[src/rtl/work_frame_receiver.sv]
// work_frame_receiver: assembles one SOF-framed work unit from a byte stream.
// When it is accepted, the unit is published on work_data with a new_work strobe.
// A frame that fails its checksum or stalls too long is dropped with a frame_error strobe.
// Optional feature macro: WORK_FRAME_CHECKSUM_EN.
//   - Defined: a trailing XOR checksum byte is expected and checked.
//   - Undefined: the frame commits right after the last payload byte.
module work_frame_receiver #(
    parameter int unsigned WORK_BYTES     = 80,
    parameter logic [7:0]  SOF_BYTE       = 8'h57,
    parameter int unsigned TIMEOUT_CYCLES = 5000000
) (
    input  logic                    clk,
    input  logic                    rst,
    input  logic [7:0]              rx_data,
    input  logic                    new_rx_data,
    output logic                    new_work,
    output logic [8*WORK_BYTES-1:0] work_data,
    output logic                    frame_error,
    output logic                    busy
);

    localparam int unsigned DATA_W = 8 * WORK_BYTES;
    localparam int unsigned CNT_W  = $clog2(WORK_BYTES + 1);
    localparam int unsigned TMO_W  = $clog2(TIMEOUT_CYCLES);

    typedef enum logic [1:0] {
        S_IDLE    = 2'd0,
        S_PAYLOAD = 2'd1
`ifdef WORK_FRAME_CHECKSUM_EN
        ,
        S_CHECK   = 2'd2
`endif
    } state_t;

    state_t              r_state;
    state_t              w_state_next;
    logic [CNT_W-1:0]    r_byte_cnt;
    logic [CNT_W-1:0]    w_byte_cnt_next;
    logic [TMO_W-1:0]    r_tmo_cnt;
    logic [TMO_W-1:0]    w_tmo_cnt_next;
    logic [DATA_W-1:0]   r_shadow;
    logic [DATA_W-1:0]   w_shadow_next;
    logic [DATA_W-1:0]   r_work_data;
    logic [DATA_W-1:0]   w_work_data_next;
    logic                r_new_work;
    logic                w_new_work_next;
    logic                r_frame_error;
    logic                w_frame_error_next;
    logic                r_busy;
    logic                w_busy_next;
    logic                w_last_byte;
    logic                w_timeout;
`ifdef WORK_FRAME_CHECKSUM_EN
    logic [7:0]          r_cks;
    logic [7:0]          w_cks_next;
`endif

    assign w_last_byte = (r_byte_cnt == CNT_W'(WORK_BYTES - 1));
    assign w_timeout   = (r_tmo_cnt == TMO_W'(TIMEOUT_CYCLES - 1));
    assign w_busy_next = (w_state_next != S_IDLE);

    // State, datapath and output registers
    always_ff @(posedge clk) begin
        if (rst) begin
            r_state       <= S_IDLE;
            r_byte_cnt    <= '0;
            r_tmo_cnt     <= '0;
            r_shadow      <= '0;
            r_work_data   <= '0;
            r_new_work    <= 1'b0;
            r_frame_error <= 1'b0;
            r_busy        <= 1'b0;
`ifdef WORK_FRAME_CHECKSUM_EN
            r_cks         <= '0;
`endif
        end else begin
            r_state       <= w_state_next;
            r_byte_cnt    <= w_byte_cnt_next;
            r_tmo_cnt     <= w_tmo_cnt_next;
            r_shadow      <= w_shadow_next;
            r_work_data   <= w_work_data_next;
            r_new_work    <= w_new_work_next;
            r_frame_error <= w_frame_error_next;
            r_busy        <= w_busy_next;
`ifdef WORK_FRAME_CHECKSUM_EN
            r_cks         <= w_cks_next;
`endif
        end
    end

    // Next-state and datapath decisions for the frame receiver
    always_comb begin
        w_state_next       = r_state;
        w_byte_cnt_next    = r_byte_cnt;
        w_tmo_cnt_next     = r_tmo_cnt;
        w_shadow_next      = r_shadow;
        w_work_data_next   = r_work_data;
        w_new_work_next    = 1'b0;
        w_frame_error_next = 1'b0;
`ifdef WORK_FRAME_CHECKSUM_EN
        w_cks_next         = r_cks;
`endif
        case (r_state)
            S_IDLE: begin
                if (new_rx_data && (rx_data == SOF_BYTE)) begin
                    w_state_next    = S_PAYLOAD;
                    w_byte_cnt_next = '0;
                    w_tmo_cnt_next  = '0;
`ifdef WORK_FRAME_CHECKSUM_EN
                    w_cks_next      = '0;
`endif
                end
            end
            default: begin
                // Frame in progress: an arriving byte always beats the timeout
                if (!new_rx_data) begin
                    if (w_timeout) begin
                        w_frame_error_next = 1'b1;
                        w_state_next       = S_IDLE;
                    end else begin
                        w_tmo_cnt_next = r_tmo_cnt + TMO_W'(1);
                    end
                end else begin
                    w_tmo_cnt_next = '0;
`ifdef WORK_FRAME_CHECKSUM_EN
                    if (r_state == S_CHECK) begin
                        w_state_next = S_IDLE;
                        if (rx_data == r_cks) begin
                            w_work_data_next = r_shadow;
                            w_new_work_next  = 1'b1;
                        end else begin
                            w_frame_error_next = 1'b1;
                        end
                    end else
`endif
                    begin
                        for (int k = 0; k < int'(WORK_BYTES); k++) begin
                            if (r_byte_cnt == CNT_W'(k)) begin
                                w_shadow_next[8*k +: 8] = rx_data;
                            end
                        end
                        w_byte_cnt_next = r_byte_cnt + CNT_W'(1);
`ifdef WORK_FRAME_CHECKSUM_EN
                        w_cks_next = r_cks ^ rx_data;
                        if (w_last_byte) begin
                            w_state_next = S_CHECK;
                        end
`else
                        if (w_last_byte) begin
                            w_work_data_next = w_shadow_next;
                            w_new_work_next  = 1'b1;
                            w_state_next     = S_IDLE;
                        end
`endif
                    end
                end
            end
        endcase
    end

    assign new_work    = r_new_work;
    assign work_data   = r_work_data;
    assign frame_error = r_frame_error;
    assign busy        = r_busy;

endmodule

[config.mk]
export PLATFORM = sky130hd
export DESIGN_NAME = work_frame_receiver
export DESIGN_NICKNAME = d
export VERILOG_FILES = /design/src/rtl/work_frame_receiver.sv
export SDC_FILE = /design/constraint.sdc
export NUM_CORES = 2
export LEC_CHECK = 0
export ABC_AREA = 1
export CAP_MARGIN = 30
export CORE_AREA = 2 2 313 315
export DETAILED_ROUTE_END_ITERATION = 8
export DIE_AREA = 0 0 315 317
export GPL_TIMING_DRIVEN = 0
export PLACE_DENSITY_LB_ADDON = 0.05
export SLEW_MARGIN = 20
export SYNTH_ARGS = -nofsm -noshare
export SYNTH_HDL_FRONTEND = slang
export SYNTH_SLANG_ARGS = --single-unit
export TNS_END_PERCENT = 20
[constraint.sdc]
create_clock -name clk -period 2.7 [get_ports clk]
set_clock_uncertainty 0.2 [all_clocks]
set_input_delay 0.27 -clock clk [delete_from_list [all_inputs] [get_ports clk]]
set_output_delay 0.27 -clock clk [all_outputs]
set_load 0.03 [all_outputs]
# Word level (Yosys, flattened, before mapping)
# Index checks and enable logic that the tools add are counted.
# op_classes
bitwise_logic	2
multipliers	0
order_cmp	0
muxes	94
n_div	0
eq_ne	83
n_reduce_logical	11
add_sub_neg	2
shift	0
# ops
cell	count
$mux W8	80
$eq A7 B6 Y1 const B	32
$eq A7 B5 Y1 const B	16
$eq A7 B7 Y1 const B	16
$mux W23	4
$eq A7 B4 Y1 const B	8
$eq A7 B3 Y1 const B	4
$add A23 B1 Y23 const B	1
$eq A23 B23 Y1 const B	1
$mux W7	3
$eq A7 B2 Y1 const B	2
$mux W2	5
$eq A8 B7 Y1 const B	1
$add A7 B1 Y7 const B	1
$eq A7 B1 Y1 const B	1
$logic_not A7 Y1	1
$reduce_and A2 Y1	3
$reduce_or A3 Y1	2
$reduce_bool A2 Y1	2
$ne A3 B2 Y1 const B	1
$reduce_and A3 Y1	1
$logic_not A2 Y1	1
$mux W1	2
$ne A2 B2 Y1 const B	1
other kinds (2)	3
# totals
output_inout_bits	643
latch_bits	0
reg_bits	1315
elab_cells	200
n_memories	0
ramBits	0
mem_bits_ro	0

# Depth between registers and ports, before layout
# logic_depth
word_depth	5
mapped_depth	11

# Worst setup path after synthesis
# No wires, ideal clock.
# synth_timing
kind	flip-flop to flip-flop
from	register r_byte_cnt[0]
to	register r_work_data[545] (netlist: work_data[545])
t_arrival_ps	1793
setup_ps	132
slack_ps	575
stages_incl_launch_ff	12
path_buffers	3
t_required_ps	2368
path_cell_list	dfxtp_1 ha_1 inv_1 nor2_1 nand2_1 nor2_4 inv_2 buf_2 buf_2 buf_2 nand2_1 a21oi_1
# synth_via
elab_chain_cells	2
elab_cells_between_ends	4
cone_classes	eq/ne: 2; mux: 1; reduce/logical: 1
# synth_rtl
item	line	text
start, declared	37	logic [CNT_W-1:0] r_byte_cnt;
start signal, assigned	78	r_byte_cnt <= w_byte_cnt_next;
$eq A7 B7 Y1 (on tied branches)	58, 138	
$reduce_and A3 Y1 (no source line) or $mux W8 (tied branches)	n/a	
end signal, assigned	81	r_work_data <= w_work_data_next;
end, declared	43	logic [DATA_W-1:0] r_work_data;
# Parallel ways exist; a longest one is shown, timed or not.
# A chain may end at the register's enable or synchronous reset.

# Worst setup path in the final report
# layout_timing
from	input rx_data[6]
to	register r_shadow[430]
# layout_via
elab_chain_cells	1
# layout_rtl
item	line	text
start, declared	14	input logic [7:0] rx_data,
$mux W8	138	if (r_byte_cnt == CNT_W'(k)) begin
end signal, assigned	80	r_shadow <= w_shadow_next;
end, declared	41	logic [DATA_W-1:0] r_shadow;
# Every way passes these cells.

==> run summary <==
====================================================================================
Total of endpoints with negative setup slack in the final report                   6
Vias                                                                           55400
Number of sinks handled by clock tree synthesis                                 1307
Final weighted congestion in routability-driven placement                      0.927
Endpoint of the worst-slack reg-to-reg timing path                      work_data[37]
Share of cells above drive strength 1                                          5.91%
Sequential area share after synthesis                                          48.9%
Most used standard cell by instance count after synthesis                    nand2_1
Worst-path maximum fanout                                                         10
Violations in the final reports                                         setup timing
CTS tree                                                                        done
Setup repair after global routing missed its margin                             true
Remaining routing DRC violations                                                   0
Global route total overflow                                                        0
Fin area                                                                   67100 um2
Global router's overall resource usage                                         36.1%
Max H-tree Level                                                                   4
Synth warn                                                                         0
Max-slew violation total from the final report                                     0
Type of the setup path with the least slack                                   in2reg
Clock latency on the worst-skew pair                                          750 ps
Max-capacitance violation count                                                    0
Register bit count reported by yosys                                            1307
Run status                                                              finished with violations
Total wire length                                                             189 mm
DR iter-0 viols                                                                 6198
Least-Margin Pin Slew                                                        1020 ps
Worst r2r src                                                           r_byte_cnt[3]
CTS buffer count                                                                 139
Leakage power                                                                26.6 nW
Multiplexer share of the synthesized area                                         0%
Share of flip-flops with an asynchronous set or reset after synthesis             0%
Clock period minus final worst setup slack                                   2770 ps
Post-synthesis instance area                                               53500 um2
Number of cells traversed by the worst hold path                                   3
Clock slew at reported path FFs                                                60 ps
Post-synth net total                                                            7882
Standard-cell row count                                                          114
Routed Antenna Nets                                                                0
Worst setup slack for register-to-register paths                              -50 ps
Maximum buffer depth of the clock tree                                             3
Placeable core area                                                        96300 um2
Iteration count of the initial detailed-routing pass                               6
Antenna violations before repair                                                   6
Detailed Place HPWL                                                           132 mm
Post-place instance area                                                   61800 um2
Pwr per Cell Area                                                         588 nW/um2
Synthesized-area fraction occupied by and/or/nand/nor cells                    24.8%
Worst Hold Launch                                                         rx_data[7]
Maximum number of pins on one net before global-route repair                      17
Highest attainable clock frequency                                           362 MHz
WL/cell                                                                      18.7 um
Yosys cell types                                                                  22
Width of the chip                                                             315 um
Complex-gate fraction of the synthesized area                                  18.1%
Worst min-delay path endpoint                                           work_data[639]
Starting utilization of the core area                                          55.6%
Worst IR Drop VDD                                                         0.000624 V
Slack of the critical path                                                  -65.1 ps
Worst Setup End Kind                                                       flip-flop
Ratio of routed vias to standard cells                                          5.50
Area added between synthesis and finish                                        25.3%
Placement Setup Slack                                                       -1070 ps
Wire length of the first global-routing pass                                  281 mm
Final nets                                                                      8717
Crit share post-route                                                           102%
Worst Hold Class                                                              in2reg
Library cell with the largest summed area after synthesis                    dfxtp_1
Setup TNS after final layout                                                 -198 ps
Data arrival time of the critical path                                       3190 ps
Instance count of the mapped netlist                                            7866
Die outline area                                                           99900 um2
Clock tree root driver cell                                                clkbuf_16
Main flop type after synthesis                                               dfxtp_1
PortBufs                                                                         652
Number of global-route vias before repair                                      49600
Adder and majority gate portion of the synthesized area                       0.117%
Final hold violations                                                              0
Critical path data required time                                             3130 ps
Type of element launching the critical path                                input pin
Share of the synthesized area in the top cell type                             48.9%
Remaining max-slew budget at the tightest pin                                  32.3%
Count of flip-flops with a built-in enable after synthesis                         0
Avg Synthesized Cell Area                                                   6.80 um2
Synth top cells by count                                                nand2_1, dfxtp_1, o21ai_0
R2R depth                                                                          9
Largest cells by area after synthesis                                   dfxtp_1, nand2_1, o21ai_0
Main combinational cell family by area after synthesis                  simple AND/OR/NAND/NOR gates
Overall die height                                                            317 um
Parity-gate share of the synthesized area counting xor and xnor cells             0%
I/O pin cnt                                                                      654
====================================================================================
-- timing repair --
item,4_1_cts,5_1_grt
endpoints found under the setup margin,1303,1104
pin swaps,6,10
endpoints found under the hold margin,3,0
buffers inserted,8,27
hold buffers,3,0
gates resized for setup,70,176
-- placed cells by master, fill, tap and decap left out, types with 37 or more instances in the layout --
cell	instances
a21oi_1	825
buf_2	126
clkbuf_1	370
clkbuf_16	145
clkbuf_2	83
clkbuf_8	37
clkdlybuf4s50_1	652
dfxtp_1	1306
inv_1	514
nand2_1	2425
nand3_1	42
nor2_1	1002
o21ai_0	1059
o21ai_1	51
-- area by class of cell --
type,count,area (um2)
clock inverter,29,329
timing repair buffer,697,7040
sequential,1307,26200
multi-input combinational,5453,23200
fill,8291,29200
clock buffer,211,4250
tap,1276,1600
inverter,525,1980
antenna,3,7.51
buffer,578,2510
-- worst max-delay path, cell delays in order --
cell and delay, ps:
clkdlybuf4s50_1 520, inv_1 630, clkbuf_1 700, clkbuf_2 540, o21ai_0 230, o21ai_0 230
inv_1 60
-- sequential cells by signal (all words and copies together), names as in the netlist --
register	flops
busy	1
work_data	640
frame_error	1
r_shadow	632
r_tmo_cnt	23
r_state	2
new_work	1
r_byte_cnt	7
-- layer usage --
layer | GRT usage [%] | vias to the layer above | part of all wire (%)
li1 | - | 26600 | -
met4 | 20.8 | 2 | 5.9
met2 | 55.6 | 2542 | 44
met3 | 8.46 | 538 | 10
met5 | 0 | - | 0.0069
met1 | 46.5 | 25800 | 40
-- report_power, final --
| part | internal, W | total (W) | switching, W | leakage (nW) |
|---|---|---|---|---|
| logic | 0.000116 | 0.000876 | 0.000760 | 13.8 |
| clock network | 0.0115 | 0.0193 | 0.00786 | 2.26 |
| registers | 0.0193 | 0.0193 | 0.00000562 | 10.5 |
| total | 0.0309 | 0.0395 | 0.00862 | 26.6 |
-- cell families (layout without fill, tap and decap cells) --
logic type	after synthesis	in the layout
buffers and inverters	1106	2040
adders and majority gates	5	5
and+or+nand+nor	3509	3509
DFF	1307	1307
other	0	3
AOI/OAI and AO/OA	1939	1939
-- through the flow --
stage / utilization [%] / power (W) / hold slack (ps) / instances
after global routing: 69.7 / 0.0404 / 52.2 / 10100
after floorplan: - / 0.0201 / 218 / 7866
after CTS: 69.2 / 0.0395 / 34.5 / 10100
final: 69.7 / 0.0395 / 66.3 / 10100
after detailed placement: 64.1 / 0.0205 / 254 / 9800
after global placement: 64.0 / 0.0205 / 251 / 9794
-- worst max-delay path by stage --
stage | startpoint | depth (start not counted) | to | slack [ps]
CTS | rx_data[2] | 9 | r_tmo_cnt[1] | -200
floorplan | r_byte_cnt[0] | 11 | work_data[545] | 580
global placement | r_byte_cnt[0] | 9 | work_data[372] | -1450
global route | r_byte_cnt[1] | 10 | r_shadow[460] | -170
finish | rx_data[6] | 7 | r_shadow[430] | -70
detailed placement | new_rx_data | 10 | r_shadow[161] | -1070
(Power assumes the default switching activity.)
